## src/rtl/pe_pkg.sv

```systemverilog
// pe_pkg: shared PE mode encodings, format field widths, biases and beat layout
package pe_pkg;
  localparam int LANES = 4;
  localparam int MAN_W = 53;
  localparam int EXP_W = 13;
  localparam logic [1:0] MODE_FP16 = 2'b00;
  localparam logic [1:0] MODE_FP32 = 2'b01;
  localparam logic [1:0] MODE_FP64 = 2'b10;
  localparam logic [1:0] MODE_IDLE = 2'b11;
  localparam int FP16_EW = 5;
  localparam int FP16_FW = 10;
  localparam int FP32_EW = 8;
  localparam int FP32_FW = 23;
  localparam int FP64_EW = 11;
  localparam int FP64_FW = 52;
  localparam int FP16_BIAS = 15;
  localparam int FP32_BIAS = 127;
  localparam int FP64_BIAS = 1023;
  typedef struct packed {
    logic sign;
    logic [FP64_EW-1:0] exp;
    logic [MAN_W-1:0] man;
    logic zero;
    logic inf;
    logic nan;
  } fld_t;
  typedef struct packed {
    logic [1:0] mode;
    logic [LANES-1:0] sign;
    logic [LANES*MAN_W-1:0] man_a;
    logic [LANES*MAN_W-1:0] man_b;
    logic [LANES*EXP_W-1:0] exp_sum;
    logic [LANES-1:0] zero;
    logic nan;
    logic inf;
  } beat_t;
  function automatic beat_t beat_rst();
    beat_t r;
    r = '0;
    r.mode = MODE_IDLE;
    r.zero = '1;
    return r;
  endfunction
endpackage

```

## src/rtl/fp_field_decode.sv

```systemverilog
// fp_field_decode: splits one IEEE operand into sign/exponent/mantissa and special flags
module fp_field_decode #(
  parameter int EW = 5,
  parameter int FW = 10
) (
  input  logic [EW+FW:0] x,
  output logic           sign,
  output logic [EW-1:0]  exp,
  output logic [FW:0]    man,
  output logic           is_zero,
  output logic           is_inf,
  output logic           is_nan
);
  logic [EW-1:0] e;
  logic [FW-1:0] f;
  assign {sign, e, f} = x;
  assign is_zero = e == '0 && f == '0;
  assign is_inf = &e && f == '0;
  assign is_nan = &e && f != '0;
  // subnormals share the exponent of the smallest normal
  assign exp = (e == '0 && !is_zero) ? EW'(1) : e;
  assign man = {|e, f};
endmodule

```

## src/rtl/pip0_unpacking.sv

```systemverilog
// pip0_unpacking: per-lane FP operand decode, product exponents and max, 2-stage valid/ready
module pip0_unpacking
  import pe_pkg::*;
(
  input  logic                   clk,
  input  logic                   rstn,
  input  logic                   i_valid,
  output logic                   o_ready_in,
  input  logic [1:0]             i_mode_sel,
  input  logic [63:0]            i_a,
  input  logic [63:0]            i_b,
  output logic                   o_valid,
  input  logic                   i_ready,
  output logic [1:0]             o_mode_sel,
  output logic [LANES-1:0]       o_sign,
  output logic [LANES*MAN_W-1:0] o_man_a,
  output logic [LANES*MAN_W-1:0] o_man_b,
  output logic [LANES*EXP_W-1:0] o_exp_sum,
  output logic [EXP_W-1:0]       o_exp_max,
  output logic [LANES-1:0]       o_zero,
  output logic                   o_nan,
  output logic                   o_inf
);
  logic [63:0] opnd [2];
  fld_t d16 [2][LANES];
  fld_t d32 [2][2];
  fld_t d64 [2];
  assign opnd[0] = i_a;
  assign opnd[1] = i_b;
  for (genvar o = 0; o < 2; o++) begin : g_op
    for (genvar k = 0; k < LANES; k++) begin : g_h
      logic s, z, fi, fn;
      logic [FP16_EW-1:0] e;
      logic [FP16_FW:0] m;
      fp_field_decode #(.EW(FP16_EW), .FW(FP16_FW)) u_dec (
        .x(opnd[o][16*k +: 16]), .sign(s), .exp(e), .man(m), .is_zero(z), .is_inf(fi), .is_nan(fn)
      );
      assign d16[o][k] = '{s, FP64_EW'(e), MAN_W'(m), z, fi, fn};
    end
    for (genvar k = 0; k < 2; k++) begin : g_s
      logic s, z, fi, fn;
      logic [FP32_EW-1:0] e;
      logic [FP32_FW:0] m;
      fp_field_decode #(.EW(FP32_EW), .FW(FP32_FW)) u_dec (
        .x(opnd[o][32*k +: 32]), .sign(s), .exp(e), .man(m), .is_zero(z), .is_inf(fi), .is_nan(fn)
      );
      assign d32[o][k] = '{s, FP64_EW'(e), MAN_W'(m), z, fi, fn};
    end
    begin : g_d
      logic s, z, fi, fn;
      logic [FP64_EW-1:0] e;
      logic [FP64_FW:0] m;
      fp_field_decode #(.EW(FP64_EW), .FW(FP64_FW)) u_dec (
        .x(opnd[o]), .sign(s), .exp(e), .man(m), .is_zero(z), .is_inf(fi), .is_nan(fn)
      );
      assign d64[o] = '{s, e, m, z, fi, fn};
    end
  end
  logic [LANES-1:0] l_sign, l_zero, l_nan, l_inf;
  logic [LANES*MAN_W-1:0] l_man_a, l_man_b;
  logic [LANES*EXP_W-1:0] l_exp;
  for (genvar k = 0; k < LANES; k++) begin : g_lane
    logic act;
    fld_t a, b;
    assign act = i_mode_sel == MODE_FP16 || (k < 2 && i_mode_sel == MODE_FP32) || (k == 0 && i_mode_sel == MODE_FP64);
    assign a = !act ? '0 : i_mode_sel == MODE_FP16 ? d16[0][k] : i_mode_sel == MODE_FP32 ? d32[0][k%2] : d64[0];
    assign b = !act ? '0 : i_mode_sel == MODE_FP16 ? d16[1][k] : i_mode_sel == MODE_FP32 ? d32[1][k%2] : d64[1];
    assign l_sign[k] = a.sign ^ b.sign;
    assign l_zero[k] = !act || a.zero || b.zero;
    assign l_nan[k] = act && (a.nan || b.nan || (a.inf && b.zero) || (a.zero && b.inf));
    assign l_inf[k] = (a.inf || b.inf) && !l_nan[k];
    assign l_man_a[k*MAN_W +: MAN_W] = a.man;
    assign l_man_b[k*MAN_W +: MAN_W] = b.man;
    assign l_exp[k*EXP_W +: EXP_W] = l_zero[k] ? '0 : EXP_W'(a.exp) + EXP_W'(b.exp);
  end
  beat_t nb, s1, s2;
  logic s1_valid, s2_rdy, take;
  logic [EXP_W-1:0] mx;
  assign nb = '{i_mode_sel, l_sign, l_man_a, l_man_b, l_exp, l_zero, |l_nan, |l_inf && !(|l_nan)};
  always_comb begin
    mx = '0;
    for (int k = 0; k < LANES; k++)
      mx = (!s1.zero[k] && s1.exp_sum[k*EXP_W +: EXP_W] > mx) ? s1.exp_sum[k*EXP_W +: EXP_W] : mx;
  end
  assign s2_rdy = !o_valid || i_ready;
  assign o_ready_in = !s1_valid || s2_rdy;
  // idle beats complete the handshake but never occupy S1
  assign take = i_valid && i_mode_sel != MODE_IDLE;
  always_ff @(posedge clk or negedge rstn)
    if (!rstn) begin
      s1_valid <= 1'b0;
      s1 <= beat_rst();
      o_valid <= 1'b0;
      s2 <= beat_rst();
      o_exp_max <= '0;
    end else begin
      if (o_ready_in) s1_valid <= take;
      if (o_ready_in && take) s1 <= nb;
      if (s2_rdy) o_valid <= s1_valid;
      if (s2_rdy && s1_valid) begin
        s2 <= s1;
        o_exp_max <= mx;
      end
    end
  assign o_mode_sel = s2.mode;
  assign o_sign = s2.sign;
  assign o_man_a = s2.man_a;
  assign o_man_b = s2.man_b;
  assign o_exp_sum = s2.exp_sum;
  assign o_zero = s2.zero;
  assign o_nan = s2.nan;
  assign o_inf = s2.inf;
endmodule

```

## config.mk

```make
export PLATFORM = sky130hd
export DESIGN_NAME = pip0_unpacking
export DESIGN_NICKNAME = d
export VERILOG_FILES = /design/src/rtl/pe_pkg.sv /design/src/rtl/fp_field_decode.sv /design/src/rtl/pip0_unpacking.sv
export SDC_FILE = /design/constraint.sdc
export NUM_CORES = 1
export LEC_CHECK = 0
export BUFFER_PORTS_ARGS = -buffer_cell sky130_fd_sc_hd__buf_2
export CORE_AREA = 2 2 250 252
export DETAILED_ROUTE_END_ITERATION = 7
export DIE_AREA = 0 0 252 254
export PLACE_DENSITY = 0.7
export SYNTH_ARGS = -nofsm -noshare
export SYNTH_HDL_FRONTEND = slang
export SYNTH_SLANG_ARGS = --single-unit
```

## constraint.sdc

```tcl
create_clock -name clk -period 5.9 [get_ports clk]
set_clock_uncertainty 0.2 [all_clocks]
set_input_delay 0.885 -clock clk [delete_from_list [all_inputs] [get_ports clk]]
set_output_delay 0.885 -clock clk [all_outputs]
set_load 0.1 [all_outputs]
```

## Yosys cells after proc, flatten, opt, wreduce, memory -nomap -nowiden

Index checks and enable logic that the tools add are counted.

- Add/subtract/negate cells: 4
- $lt $le $gt $ge: 4
- Equal/unequal tests: 3
- Mux-type cells: 38
- Bitwise gates (word level): 4
- Reduce and logical (&&, ||, !) cells: 209

Operators with widths:

| kind | number |
|---|---|
| $mux 68 | 14 |
| $mux 67 | 2 |
| $logic_not 52->1 | 2 |
| $reduce_bool 52->1 | 2 |
| $logic_not 23->1 | 4 |
| $reduce_bool 23->1 | 4 |
| $logic_and 1x1->1 | 80 |
| $logic_not 10->1 | 8 |
| $reduce_bool 10->1 | 8 |
| $mux 13 | 4 |
| $add 11x11->12 | 4 |
| $mux 12 | 4 |
| $logic_not 5->1 | 8 |
| $mux 5 | 8 |
| $reduce_and 5->1 | 8 |
| $reduce_or 5->1 | 8 |
| $gt 13x13->1 | 3 |
| $logic_not 8->1 | 4 |
| $mux 8 | 4 |
| $reduce_and 8->1 | 4 |
| $reduce_or 8->1 | 4 |
| $logic_not 1->1 | 28 |
| $logic_or 1x1->1 | 28 |
| $logic_not 11->1 | 2 |
| other kinds (10) | 17 |

- Flip-flop bits (word level): 991
- Bits of input ports: 134
- Output and inout bits: 503

## Logic depth before layout (Yosys ltp)

- Depth after elaboration: 16
- Depth in mapped cells: 31
- Depth with buffers taken out: 28

## Hierarchy

From an unflattened synthesis, not the netlist that was laid out.

- Cells, all modules: 3482
- Area total of the unflattened synthesis: 31750.5 um^2

By module, submodules not included:

| module | times used | cells each | area an instance (um^2) | seq. area each (um^2) |
|---|---|---|---|---|
| pip0_unpacking | 1 | 2860 | 27681.5 | 15579.9 |
| fp_field_decode (g_op[0].g_h[0].u_dec ...) | 8 | 28 | 177.7 | 0.0 |
| fp_field_decode (g_op[0].g_s[0].u_dec ...) | 4 | 53 | 347.8 | 0.0 |
| fp_field_decode (g_op[0].g_d.u_dec ...) | 2 | 93 | 628.1 | 0.0 |

## Least setup slack after synthesis

Ideal clock, no wire load.

- Path kind: reg2reg
- Start: reg s1[2] (netlist name)
- End: reg o_exp_max[2]
- Library setup time: 0.077 ns
- Arrival time: 5.753 ns
- Required time: 5.623 ns
- Slack: -0.129 ns
- Stages on the path, launching flop included: 30
- Path buffers: 3
- Clock period less this slack: 6.029 ns
- Cell sequence: dfstp_2 clkbuf_1 nand2b_1 ha_1 and4_4 nor2b_1 o31ai_2 a31oi_1 clkbuf_1 o21ai_0 inv_1 ha_1 a21oi_1 nand3_1 a311o_1 o211ai_1 o311a_1 and4bb_1 buf_4 mux2_4 ha_1 nor2b_1 o21a_1 o21a_1 o21a_1 o21ai_0 a211oi_1 and3_1 a21oi_1 o21ai_1

- Cells in the longest elaborated chain, start to end: 12

Ends and longest elaborated chain:

| element | line | source |
|---|---|---|
| start: declaration | pip0_unpacking.sv:76 | `beat_t nb, s1, s2;` |
| start signal: assignment | pip0_unpacking.sv:92 | `s1 <= beat_rst();` |
| start signal: assignment | pip0_unpacking.sv:98 | `if (o_ready_in && take) s1 <= nb;` |
| $logic_not 1->1 (*) | pip0_unpacking.sv:83 | `mx = (!s1.zero[k] && s1.exp_sum[k*EXP_W +: EXP_W] > mx) ? s1.exp_sum[k*EXP_W +: EXP_W] : mx;` |
| $logic_and 1x1->1 (*) | pip0_unpacking.sv:83 |  |
| $mux 13 (*) | pip0_unpacking.sv:83 |  |
| $gt 13x13->1 | pip0_unpacking.sv:83 |  |
| $logic_and 1x1->1 | pip0_unpacking.sv:83 |  |
| $mux 13 (*) | pip0_unpacking.sv:83 |  |
| $gt 13x13->1 | pip0_unpacking.sv:83 |  |
| $logic_and 1x1->1 | pip0_unpacking.sv:83 |  |
| $mux 13 (*) | pip0_unpacking.sv:83 |  |
| $gt 13x13->1 | pip0_unpacking.sv:83 |  |
| $logic_and 1x1->1 | pip0_unpacking.sv:83 |  |
| $mux 13 (*) | pip0_unpacking.sv:83 |  |
| end signal: assignment | pip0_unpacking.sv:102 | `o_exp_max <= mx;` |
| end: declaration | pip0_unpacking.sv:19 | `output logic [EXP_W-1:0] o_exp_max,` |

Every way passes the cells marked *; elsewhere a longest branch is shown, timed or not.
A chain may end at the register's enable or synchronous reset.

## Worst setup path in the final report

- Start: reg s1[2] (netlist name)
- End: reg o_exp_max[1]

Same word-level chain as after synthesis.

==> flow_metrics.env <==
export IMPL_status="finished clean"
export IMPL_p_leak_nw=18.1
export IMPL_die_w_microns=252
export IMPL_dieArea_sq_mm=0.0640
export IMPL_drc=0
export IMPL_preCtsSetupSlack_ns=-0.0609
export IMPL_drtAntennaViolNets=0
export IMPL_syn_inst=2942
export IMPL_netlist_top_cells_area="dfrtp_1, nand2_1, buf_4"
export IMPL_hold_viol_final=0
export IMPL_async_flop_share_pct=100
export IMPL_critPathKind="register to register"
export IMPL_yosysMostFrequentCell="nand2_1"
export IMPL_swShare_pct=45.8
export IMPL_clock_sinks=622
export IMPL_avgSynthCellArea_sq_um=9.55
export IMPL_cts_buffer_depth=3
export IMPL_critical_path_required_ns=6.23
export IMPL_io_pins=637
export IMPL_postCtsHoldBufs=0
export IMPL_p_comb_share_pct=37.9
export IMPL_ys_types=86
export IMPL_track_usage_pct=26.0
export IMPL_critical_path_arrival_ns=5.95
export IMPL_vias=22000
export IMPL_clkPwrFrac_pct=28.0
export IMPL_synth_warnings=0
export IMPL_syn_area_sq_mm=0.0281
export IMPL_synth_top_area_share_pct=54.4
export IMPL_cts_tree="done"
export IMPL_cts_root_buf="clkbuf_16"
export IMPL_grt_max_degree=141
export IMPL_wl_microns=85500
export IMPL_port_buffers=451
export IMPL_vdd_ir_drop_max_uv=320
export IMPL_pwr_share_seq_pct=34.1
export IMPL_ff2ff_path_depth=28
export IMPL_whs_ns=0.0717
export IMPL_clk_pin_slew_ns=0.06
export IMPL_worstPathMaxFanout=7
export IMPL_initial_core_util_pct=45.8
export IMPL_p_int_mw=8.38
export IMPL_grt_pass1_wl_microns=127000
export IMPL_drt_first_pass_iters=5
export IMPL_drive_gt1_share_pct=20.4
export IMPL_synth_seq_area_share_pct=55.5
export IMPL_p_sw_mw=7.09
export IMPL_hold_class="input port to async pin"
export IMPL_powerDensity_mw_per_mm2=466
export IMPL_endpoint_kind="register"
export IMPL_syn_to_final_growth_pct=18.3
export IMPL_gr_total_overflow=0
export IMPL_drt_iter0_markers=1875
export IMPL_grt_antenna_before_repair=10
export IMPL_hpwl_microns=59900
export IMPL_yosys_area_top_type="dfrtp_1"
export IMPL_synthFlopType="dfrtp_1"
export IMPL_finalCritPeriodShare_pct=95.2
export IMPL_start_kind="register"
export IMPL_drv_cap=0
export IMPL_row_count=91
export IMPL_synth_seq_cells=622
export IMPL_tightest_slew_ns=1.09
export IMPL_final_max_slew_violation_count=0
export IMPL_synth_edf_count=0
export IMPL_min_period_ns=5.62
export IMPL_worstSkewPairLatency_ns=0.61
export IMPL_fill_cells=5570
export IMPL_gp_congestion=0.898
export IMPL_slowest_delay_ns=0.61
export IMPL_htree_levels=3
export IMPL_layout_setup_ws_ns=0.282
export IMPL_slew_headroom_pct=27.1
export IMPL_setup_viol=0
export IMPL_design_core_area_sq_mm=0.0613
export IMPL_routed_via_density=5.18
export IMPL_finalNetCount=3584
export IMPL_slowest_stage="dfstp_2"
export IMPL_routedWlPerCell_microns=20.2
export IMPL_cts_buffers=67
export IMPL_dieHeight_microns=254
export IMPL_timing_fmax_ghz=0.178
export IMPL_synth_cells_most_frequent="nand2_1, dfrtp_1, buf_4, a22o_1, clkbuf_1"
export IMPL_grt_pass1_vias=20800
==> stage by stage <==
stage | cell area [sq um] | power (mW) | setup TNS [ns] | util [%] | std cells
floorplan | 28800 | 9.94 | 0 | - | 3132
global placement | 30700 | 11.1 | 0 | 50.1 | 4108
detailed placement | 30700 | 11.1 | -0.0951 | 50.1 | 4108
CTS | 33000 | 15.5 | 0 | 53.9 | 4230
global route | 33200 | 16.1 | -0.0369 | 54.2 | 4238
finish | 33200 | 15.5 | 0 | 54.2 | 4243
==> power by group through the flow <==
| stage | sequential, mW | clock, mW | combinational, mW |
|---|---|---|---|
| after detailed placement | 5.33 | 0 | 5.79 |
| after global routing | 5.35 | 4.59 | 6.11 |
| after global placement | 5.33 | 0 | 5.76 |
| after CTS | 5.27 | 4.42 | 5.80 |
| after floorplan | 8.23 | 0 | 1.71 |
| final | 5.28 | 4.33 | 5.87 |
==> sequential cells by signal, summed over array words and instances (netlist names) <==
register	flops
o_exp_max	12
s1	304
o_exp_sum	36
o_mode_sel	2
o_sign	4
o_man_b	128
o_man_a	128
o_nan	1
o_valid	1
o_zero	4
s1_valid	1
o_inf	1
==> metal layers <==
| layer | GRT usage [%] | vias to the layer above | part of all wire [%] |
|---|---|---|---|
| li1 | - | 10300 | - |
| met1 | 36.0 | 10700 | 43 |
| met2 | 39.7 | 794 | 46 |
| met3 | 5.71 | 175 | 7.1 |
| met4 | 11.1 | 0 | 3.8 |
| met5 | 0 | - | 0 |
==> area by class of cell <==
| type | instances | area, sq um | share of cell area, % |
|---|---|---|---|
| flip-flops and latches | 622 | 15600 | 46.9 |
| multi-input cells | 2129 | 11300 | 34.0 |
| repair buffers | 521 | 2890 | 8.71 |
| clock buffers | 97 | 1990 | 6.00 |
| well taps | 790 | 988 | 2.98 |
| clock inverters | 24 | 274 | 0.825 |
| inverters | 51 | 191 | 0.576 |
| diodes | 9 | 22.5 | 0.0678 |
==> worst max-delay path, delay by kind of cell (launching register included) <==
kind,cells,cell delay [ns]
flops,1,0.61
simple gates,9,1.63
fa+ha+maj,3,0.67
buf+inv,2,0.20
compound gates,14,2.22
==> repair_timing <==
action / in CTS / in global routing
hold endpoints to repair: 0 / 0
resized for setup: 2 / 35
pin swaps: 0 / 13
setup buffers: 1 / 4
setup endpoints to repair: 2 / 6
==> layout by cell type, fill, tap and decap left out, types with 10 or more instances in the layout <==
cell	count
a21o_1	12
a21oi_1	44
a22o_1	154
and2_1	88
and3_1	18
buf_2	449
buf_4	62
clkbuf_1	13
clkbuf_16	70
clkbuf_8	14
clkinv_2	10
conb_1	191
dfrtp_1	610
dfstp_2	12
ha_1	50
inv_1	48
mux2i_1	40
nand2_1	1065
nand2b_1	18
nand3_1	23
nor2_1	63
nor2b_1	13
nor3_1	24
nor4_1	17
o21a_1	14
o21ai_0	81
o21ai_1	28
==> cells by family after synthesis <==
logic type      count (synthesis)  synth area share, %
fa+ha+maj                      58                 2.69
flops                         622                 55.5
xor+xnor                       18                0.561
other cells                     1               0.0134
buf+inv                       381                 7.77
mux                            44                 1.60
simple gates                 1390                 21.0
compound gates                428                 10.9
==> path summary, 6_finish.rpt <==
check	startpoint	end	slack (ns)
setup / recovery	s1[2]	o_exp_max[1]	0.28
hold / removal	rstn	s1[276]	0.07
setup reg to reg	s1[2]	o_exp_max[1]	0.28
hold reg to reg	s1[486]	o_mode_sel[0]	0.25
max in group asynchronous	rstn	o_man_b[88]	4.22
min in group clk	s1[486]	o_mode_sel[0]	0.25
(Power assumes the default switching activity.)
